### src/rtl/dcache_qspi.sv
`default_nettype none
// ==== dcache_qspi : quad-SPI PSRAM line fill / victim write-back engine for the nibble cache (rev 1.0) ====
module dcache_qspi #(
  parameter int          LINE_LENGTH = 4,
  parameter int          PA          = 22,
  parameter logic [7:0]  RD_CMD      = 8'hEB,
  parameter logic [7:0]  WR_CMD      = 8'h38,
  parameter int          RD_DUMMY    = 6
) (
  input  logic                                 clk,
  input  logic                                 reset_n,
  input  logic                                 req,
  input  logic                                 push,
  input  logic                                 pull,
  input  logic [PA-$clog2(LINE_LENGTH)-1:0]    tag,
  input  logic [3:0]                           dwrite,
  output logic [3:0]                           dread,
  output logic                                 wstrobe_d,
  output logic                                 rstrobe_d,
  output logic                                 busy,
  output logic                                 done,
  output logic                                 qspi_sck,
  output logic                                 qspi_cs_n,
  output logic                                 qspi_oe,
  output logic [3:0]                           qspi_out,
  input  logic [3:0]                           qspi_in
);

  localparam int          c_nn         = 2 * LINE_LENGTH;
  localparam int          c_offw       = $clog2(LINE_LENGTH);
  localparam int          c_iw         = $clog2(c_nn);
  localparam logic [7:0]  c_nn_last    = 8'(c_nn - 1);
  localparam logic [7:0]  c_fill_last  = 8'(c_nn - 2);
  localparam logic [7:0]  c_dummy_last = 8'(RD_DUMMY - 1);
  localparam logic [c_iw-1:0] c_one    = 1;

  typedef enum logic [3:0] {
    IDLE  = 4'd0,
    GRAB  = 4'd1,
    CMD   = 4'd2,
    ADDR  = 4'd3,
    DUMMY = 4'd4,
    XFER  = 4'd5,
    DESEL = 4'd6,
    FILL  = 4'd7,
    DONE  = 4'd8
  } state_t;

  state_t          r_state;
  logic            r_phase;
  logic [7:0]      r_cnt;
  logic            r_push;
  logic [31:0]     r_sr;
  logic [3:0]      r_buf [c_nn];

  logic [23:0]     w_addr;
  logic [31:0]     w_cmd_addr;
  logic [c_iw-1:0] w_idx;
  logic [c_iw-1:0] w_idx_nx;

  assign w_addr     = {{(24-PA){1'b0}}, tag, {c_offw{1'b0}}};
  assign w_cmd_addr = {(push ? WR_CMD : RD_CMD), w_addr};
  assign w_idx      = r_cnt[c_iw-1:0];
  assign w_idx_nx   = w_idx + c_one;

  // Command and address leave r_sr MS nibble first; qspi_out always holds the
  // nibble of the current slot, so the shift register runs one nibble ahead.
  always_ff @(posedge clk or negedge reset_n) begin
    if (!reset_n) begin
      r_state   <= IDLE;
      r_phase   <= 1'b0;
      r_cnt     <= '0;
      r_push    <= 1'b0;
      r_sr      <= '0;
      for (int i = 0; i < c_nn; i++) r_buf[i] <= 4'h0;
      dread     <= 4'h0;
      wstrobe_d <= 1'b0;
      rstrobe_d <= 1'b0;
      busy      <= 1'b0;
      done      <= 1'b0;
      qspi_sck  <= 1'b0;
      qspi_cs_n <= 1'b1;
      qspi_oe   <= 1'b0;
      qspi_out  <= 4'h0;
    end else begin
      done <= 1'b0;
      unique case (r_state)
        IDLE: begin
          if (req && (push || pull)) begin
            r_push  <= push;
            busy    <= 1'b1;
            r_cnt   <= '0;
            r_phase <= 1'b0;
            if (push) begin
              r_sr      <= w_cmd_addr;
              rstrobe_d <= 1'b1;
              r_state   <= GRAB;
            end else begin
              r_sr      <= {w_cmd_addr[27:0], 4'h0};
              qspi_out  <= w_cmd_addr[31:28];
              qspi_cs_n <= 1'b0;
              qspi_oe   <= 1'b1;
              r_state   <= CMD;
            end
          end
        end
        GRAB: begin
          r_buf[w_idx] <= dwrite;
          if (r_cnt == c_nn_last) begin
            rstrobe_d <= 1'b0;
            r_cnt     <= '0;
            r_sr      <= {r_sr[27:0], 4'h0};
            qspi_out  <= r_sr[31:28];
            qspi_cs_n <= 1'b0;
            qspi_oe   <= 1'b1;
            r_state   <= CMD;
          end else begin
            r_cnt <= r_cnt + 8'd1;
          end
        end
        CMD, ADDR, DUMMY, XFER: begin
          qspi_sck <= ~r_phase;
          r_phase  <= ~r_phase;
          if (r_phase) begin
            r_cnt <= r_cnt + 8'd1;
            case (r_state)
              CMD: begin
                qspi_out <= r_sr[31:28];
                r_sr     <= {r_sr[27:0], 4'h0};
                if (r_cnt == 8'd1) begin
                  r_cnt   <= '0;
                  r_state <= ADDR;
                end
              end
              ADDR: begin
                if (r_cnt == 8'd5) begin
                  r_cnt <= '0;
                  if (r_push) begin
                    qspi_out <= r_buf[0];
                    r_state  <= XFER;
                  end else begin
                    qspi_oe  <= 1'b0;
                    qspi_out <= 4'h0;
                    r_state  <= DUMMY;
                  end
                end else begin
                  qspi_out <= r_sr[31:28];
                  r_sr     <= {r_sr[27:0], 4'h0};
                end
              end
              DUMMY: begin
                if (r_cnt == c_dummy_last) begin
                  r_cnt   <= '0;
                  r_state <= XFER;
                end
              end
              default: begin
                if (!r_push) r_buf[w_idx] <= qspi_in;
                if (r_cnt == c_nn_last) begin
                  r_cnt     <= '0;
                  qspi_cs_n <= 1'b1;
                  qspi_oe   <= 1'b0;
                  qspi_out  <= 4'h0;
                  r_state   <= DESEL;
                end else if (r_push) begin
                  qspi_out <= r_buf[w_idx_nx];
                end
              end
            endcase
          end
        end
        DESEL: begin
          if (r_cnt == 8'd1) begin
            r_cnt <= '0;
            if (r_push) begin
              done    <= 1'b1;
              busy    <= 1'b0;
              r_state <= DONE;
            end else begin
              wstrobe_d <= 1'b1;
              dread     <= r_buf[0];
              r_state   <= FILL;
            end
          end else begin
            r_cnt <= r_cnt + 8'd1;
          end
        end
        // The last fill nibble is presented in DONE, so done coincides with it.
        FILL: begin
          dread <= r_buf[w_idx_nx];
          r_cnt <= r_cnt + 8'd1;
          if (r_cnt == c_fill_last) begin
            done    <= 1'b1;
            busy    <= 1'b0;
            r_state <= DONE;
          end
        end
        DONE: begin
          wstrobe_d <= 1'b0;
          dread     <= 4'h0;
          r_cnt     <= '0;
          r_state   <= IDLE;
        end
        default: r_state <= IDLE;
      endcase
    end
  end

endmodule
`default_nettype wire

### config.mk
export PLATFORM = sky130hd
export DESIGN_NAME = dcache_qspi
export DESIGN_NICKNAME = d
export VERILOG_FILES = /design/src/rtl/dcache_qspi.sv
export SDC_FILE = /design/constraint.sdc
export NUM_CORES = 1
export LEC_CHECK = 0
export BUFFER_PORTS_ARGS = -buffer_cell sky130_fd_sc_hd__buf_2
export CORE_ASPECT_RATIO = 1.4
export CORE_MARGIN = 2
export CORE_UTILIZATION = 28
export CTS_CLUSTER_DIAMETER = 80
export DETAILED_ROUTE_END_ITERATION = 10
export GPL_TIMING_DRIVEN = 0
export HOLD_SLACK_MARGIN = 0.08
export PLACE_DENSITY = 0.47
export SLEW_MARGIN = 20
export SYNTH_ARGS = -nofsm -noshare
export SYNTH_HDL_FRONTEND = slang
export SYNTH_SLANG_ARGS = --single-unit
### constraint.sdc
create_clock -name clk -period 3.6 [get_ports clk]
set_input_delay 0 -clock clk [delete_from_list [all_inputs] [get_ports clk]]
set_output_delay 0 -clock clk [all_outputs]
set_load 0.02 [all_outputs]
==> summary.md <==
| Metric | Value |
|---|---|
| Outcome | finished, final reports clean |
| Slowest-stage cell, CP | buf_1 |
| Top-count cell post-synth | dfrtp_1 |
| Synth Instances | 531 |
| Primary FF master, synth | dfrtp_1 |
| Total GRT Usage | roughly 15% |
| Worst path arrival time | about 3.4 ns |
| Syn_nets | between 500 and 600 |
| CTS tree | built |
| Drt total wl | between 10000 and 15000 um |
| Clk_lat worst skew | 0.35 ns |
| Antenna diodes | 0 |
| Worst path most repeated cell | buf_2 |
| Post-synth top area cell | dfrtp_1 |
| Number of synthesized flops with an enable pin | 0 |
| Width of the chip | around 120 um |
| Maxcap violations | 0 |
| PD cells | about 350 mW/mm^2 |
| WP data required | roughly 3.8 ns |
| Final RePlAce weighted congestion | around 0.90 |
| Area growth syn-to-layout | 19.6% |
| Design Area, Final | 0.00602 mm^2 |
| Core area | around 0.018 mm^2 |
| Post-Layout Cell Count | 846 |
| Vias in the first global route | ~4200 |
| Clock sink count | 91 |
| Crit path kind | reg2reg |
| Final Hold Viols | 0 |
| CP peak stage delay | approximately 0.45 ns |
| IO Pins | 48 |
| Initial antenna violation count | 0 |
| Synth Cell Area | 0.00503 mm^2 |
| Final min period | ~3.2 ns |
| Routed wire per std cell | between 15 and 20 um |
| Final antenna-violating net count | 0 |
| Root Buffer | clkbuf_16 |
| Drc violations | 0 |
| Iter 0 DRT Violations | 220 |
| Syn avg cell area | between 9 and 10 um^2 |
| Pre-antenna DRT Iters | 5 |
| R2R Setup Slk | between 0.4 and 0.5 ns |
| Max-slew violations | 0 |
| DR vias/cell | approximately 5 |
| Via Count | ~4200 |
| Setup Viol. Count Final | 0 |
| Post-CTS sizing | 0 |
| Commonest cells post-synth | dfrtp_1, nand2_1, a21oi_1, nor2_1, o21ai_0 |
| NumNets Final | between 600 and 700 |
| Worst Clk Skew | 0.00839 ns |
| # fillers | 1842 |
| Die ar. | 0.0191 mm^2 |
| Yosys top cell area share | between 40 and 50% |
| Largest net degree at the start of global routing | 55 |
| Clock buffer depth | 2 |
| Seq cells post-synth | between 90 and 100 |
| Asr flop ratio synth | 100% |
| # port buffers | 46 |
| Setup TNS | 0 ns |
| Num CTS Buffers | 9 |
| Unrepaired setup endpoints after global routing | false |
| Final Power | 0.00210 W |
| CP max FO | 10 |
| Peak supply drop | around 180 uV |
| Slew margin rel. | between 30% and 40% |
| Hold Path Class | in2reg |
| CP Launch Type | register |
| Row Count | 58 |
| Initial core utilization | between 20% and 30% |
| DP HPWL | roughly 10000 um |
| Main area contributors after synthesis | dfrtp_1, mux2i_1, a21oi_1 |
| CP top delay family | buffers and inverters |
| Fraction of layout cells with a size suffix above 1 | a little under a fifth |
| H-tree lvl count | 3 |
| Tcrit/Tclk final | just under 90% |
| Leakage | around 2.6 nW |
| First-pass GRT wire length | between 20000 and 25000 um |
| Placed cell count | 818 |
| Area post-placement | roughly 0.0056 mm^2 |
| Hold WS | 0.0938 ns |
| Highest clock rate | ~0.32 GHz |
| Die height | between 150 and 200 um |
| Buf/Inv on CP | 4 |
| Crit. End Element | register |
| Clock slew seen by the registers of the worst setup and hold paths | approximately 0.070 ns |
| Worst-margin pin slew | 0.902 ns |
| CP Cell Sequence | buf_2 -> buf_2 -> inv_1 -> ha_1 -> buf_1 -> mux4_2 -> mux2i_1 -> nor4_1 -> nand3b_1 -> mux2_4 |
| Sequential-to-total area share from yosys stat | between 40% and 50% |
| Synth cell types | 73 |
| Grt total ovfl | 0 |
| Ys Warns | 0 |
==> path summary, 6_finish.rpt <==
| check | cells after the start | start | endpoint |
|---|---|---|---|
| max | 10 | r_cnt[0] | qspi_out[2] |
| min | 5 | tag[14] | r_sr[20] |
| max reg2reg | 10 | r_cnt[0] | qspi_out[2] |
| min reg2reg | 2 | qspi_sck | qspi_sck |
| max in group asynchronous | 3 | reset_n | r_buf[19] |
| min in group asynchronous | 2 | reset_n | qspi_sck |
==> worst register-to-register path, delay by kind of cell, from the launching register on <==
family	cells	cell delay, ns
adder cells (fa/ha/maj)	1	0.29
AND/OR/NAND/NOR	2	0.26
buffers and inverters	4	1.12
flip-flops	1	0.39
multiplexers	3	0.96
==> state kept, by name, summed over array words and instances (netlist names), 4 cells and up <==
register  flops
r_state       4
r_sr         30
r_cnt         8
r_buf        32
qspi_out      4
dread         4
==> metal layers <==
metal / track usage, % / up-vias / share of wire, %
met5: 0 / - / 0
met4: 7.12 / 0 / 2.8
met3: 2.73 / 19 / 3.5
met2: 24.6 / 92 / 48
met1: 20.0 / 2028 / 46
li1: - / 2044 / -
==> logic make-up (layout without fill, tap and decap cells) <==
family | after synthesis | in the layout | share of synthesized area, %
adder cells (fa/ha/maj) | 3 | 3 | 0.746
buffers and inverters | 43 | 118 | 3.95
AO/OA/AOI/OAI | 156 | 156 | 19.8
flip-flops | 91 | 91 | 45.3
AND/OR/NAND/NOR | 194 | 194 | 19.1
XOR/XNOR | 3 | 3 | 0.522
multiplexers | 41 | 41 | 10.6
==> power breakdown <==
group / switching, W / total [W] / internal (W)
sequential: 0.00000193 / 0.00102 / 0.00102
combinational: 0.0000519 / 0.0000887 / 0.0000367
clock: 0.000438 / 0.000986 / 0.000548
total: 0.000492 / 0.00210 / 0.00161
==> cells in the final DEF (no fill, tap or decap), types with 4 or more instances in the layout <==
master         Yosys  layout
nand2b_1           7       7
buf_2             15      60
mux4_2             8       8
dfrtp_1           90      90
nor2b_1            4       4
nand3_1           13      13
mux2_4             4       4
and3_1             8       8
nand3b_1           4       4
a21oi_1           54      54
nor3_1             6       6
mux2i_1           28      28
dlygate4sd3_1      0      12
buf_1              4       4
inv_1              6       6
o21a_1             5       5
nand4_1            4       4
clkbuf_16          0       9
nand2_1           69      69
nor2_1            54      54
o22ai_1            4       4
o21ai_1            8       8
clkbuf_1          14      15
o21ai_0           46      46
==> cell type report <==
cell class              instances  area (um^2)  share of cell area, %
flip-flops and latches         91         2280                   37.9
clock buffers                  10          229                   3.80
repair buffers                 59          384                   6.38
inverters                       6         22.5                  0.374
well taps                     240          300                   4.99
clock inverters                 6         72.6                   1.21
plain buffers                  37          176                   2.93
multi-input cells             397         2560                   42.5
==> timing repair <==
action,CTS,global route
hold buffers,12,0
hold endpoints to repair,103,0
buffers inserted,0,0
==> stage by stage <==
step,setup slack (ns),utilization [%]
after floorplan,1.08,-
after global placement,0.458,31.3
after detailed placement,0.440,31.5
after CTS,0.389,33.9
after global routing,0.218,33.9
final,0.449,33.9
Power figures use the tool's default switching activity.
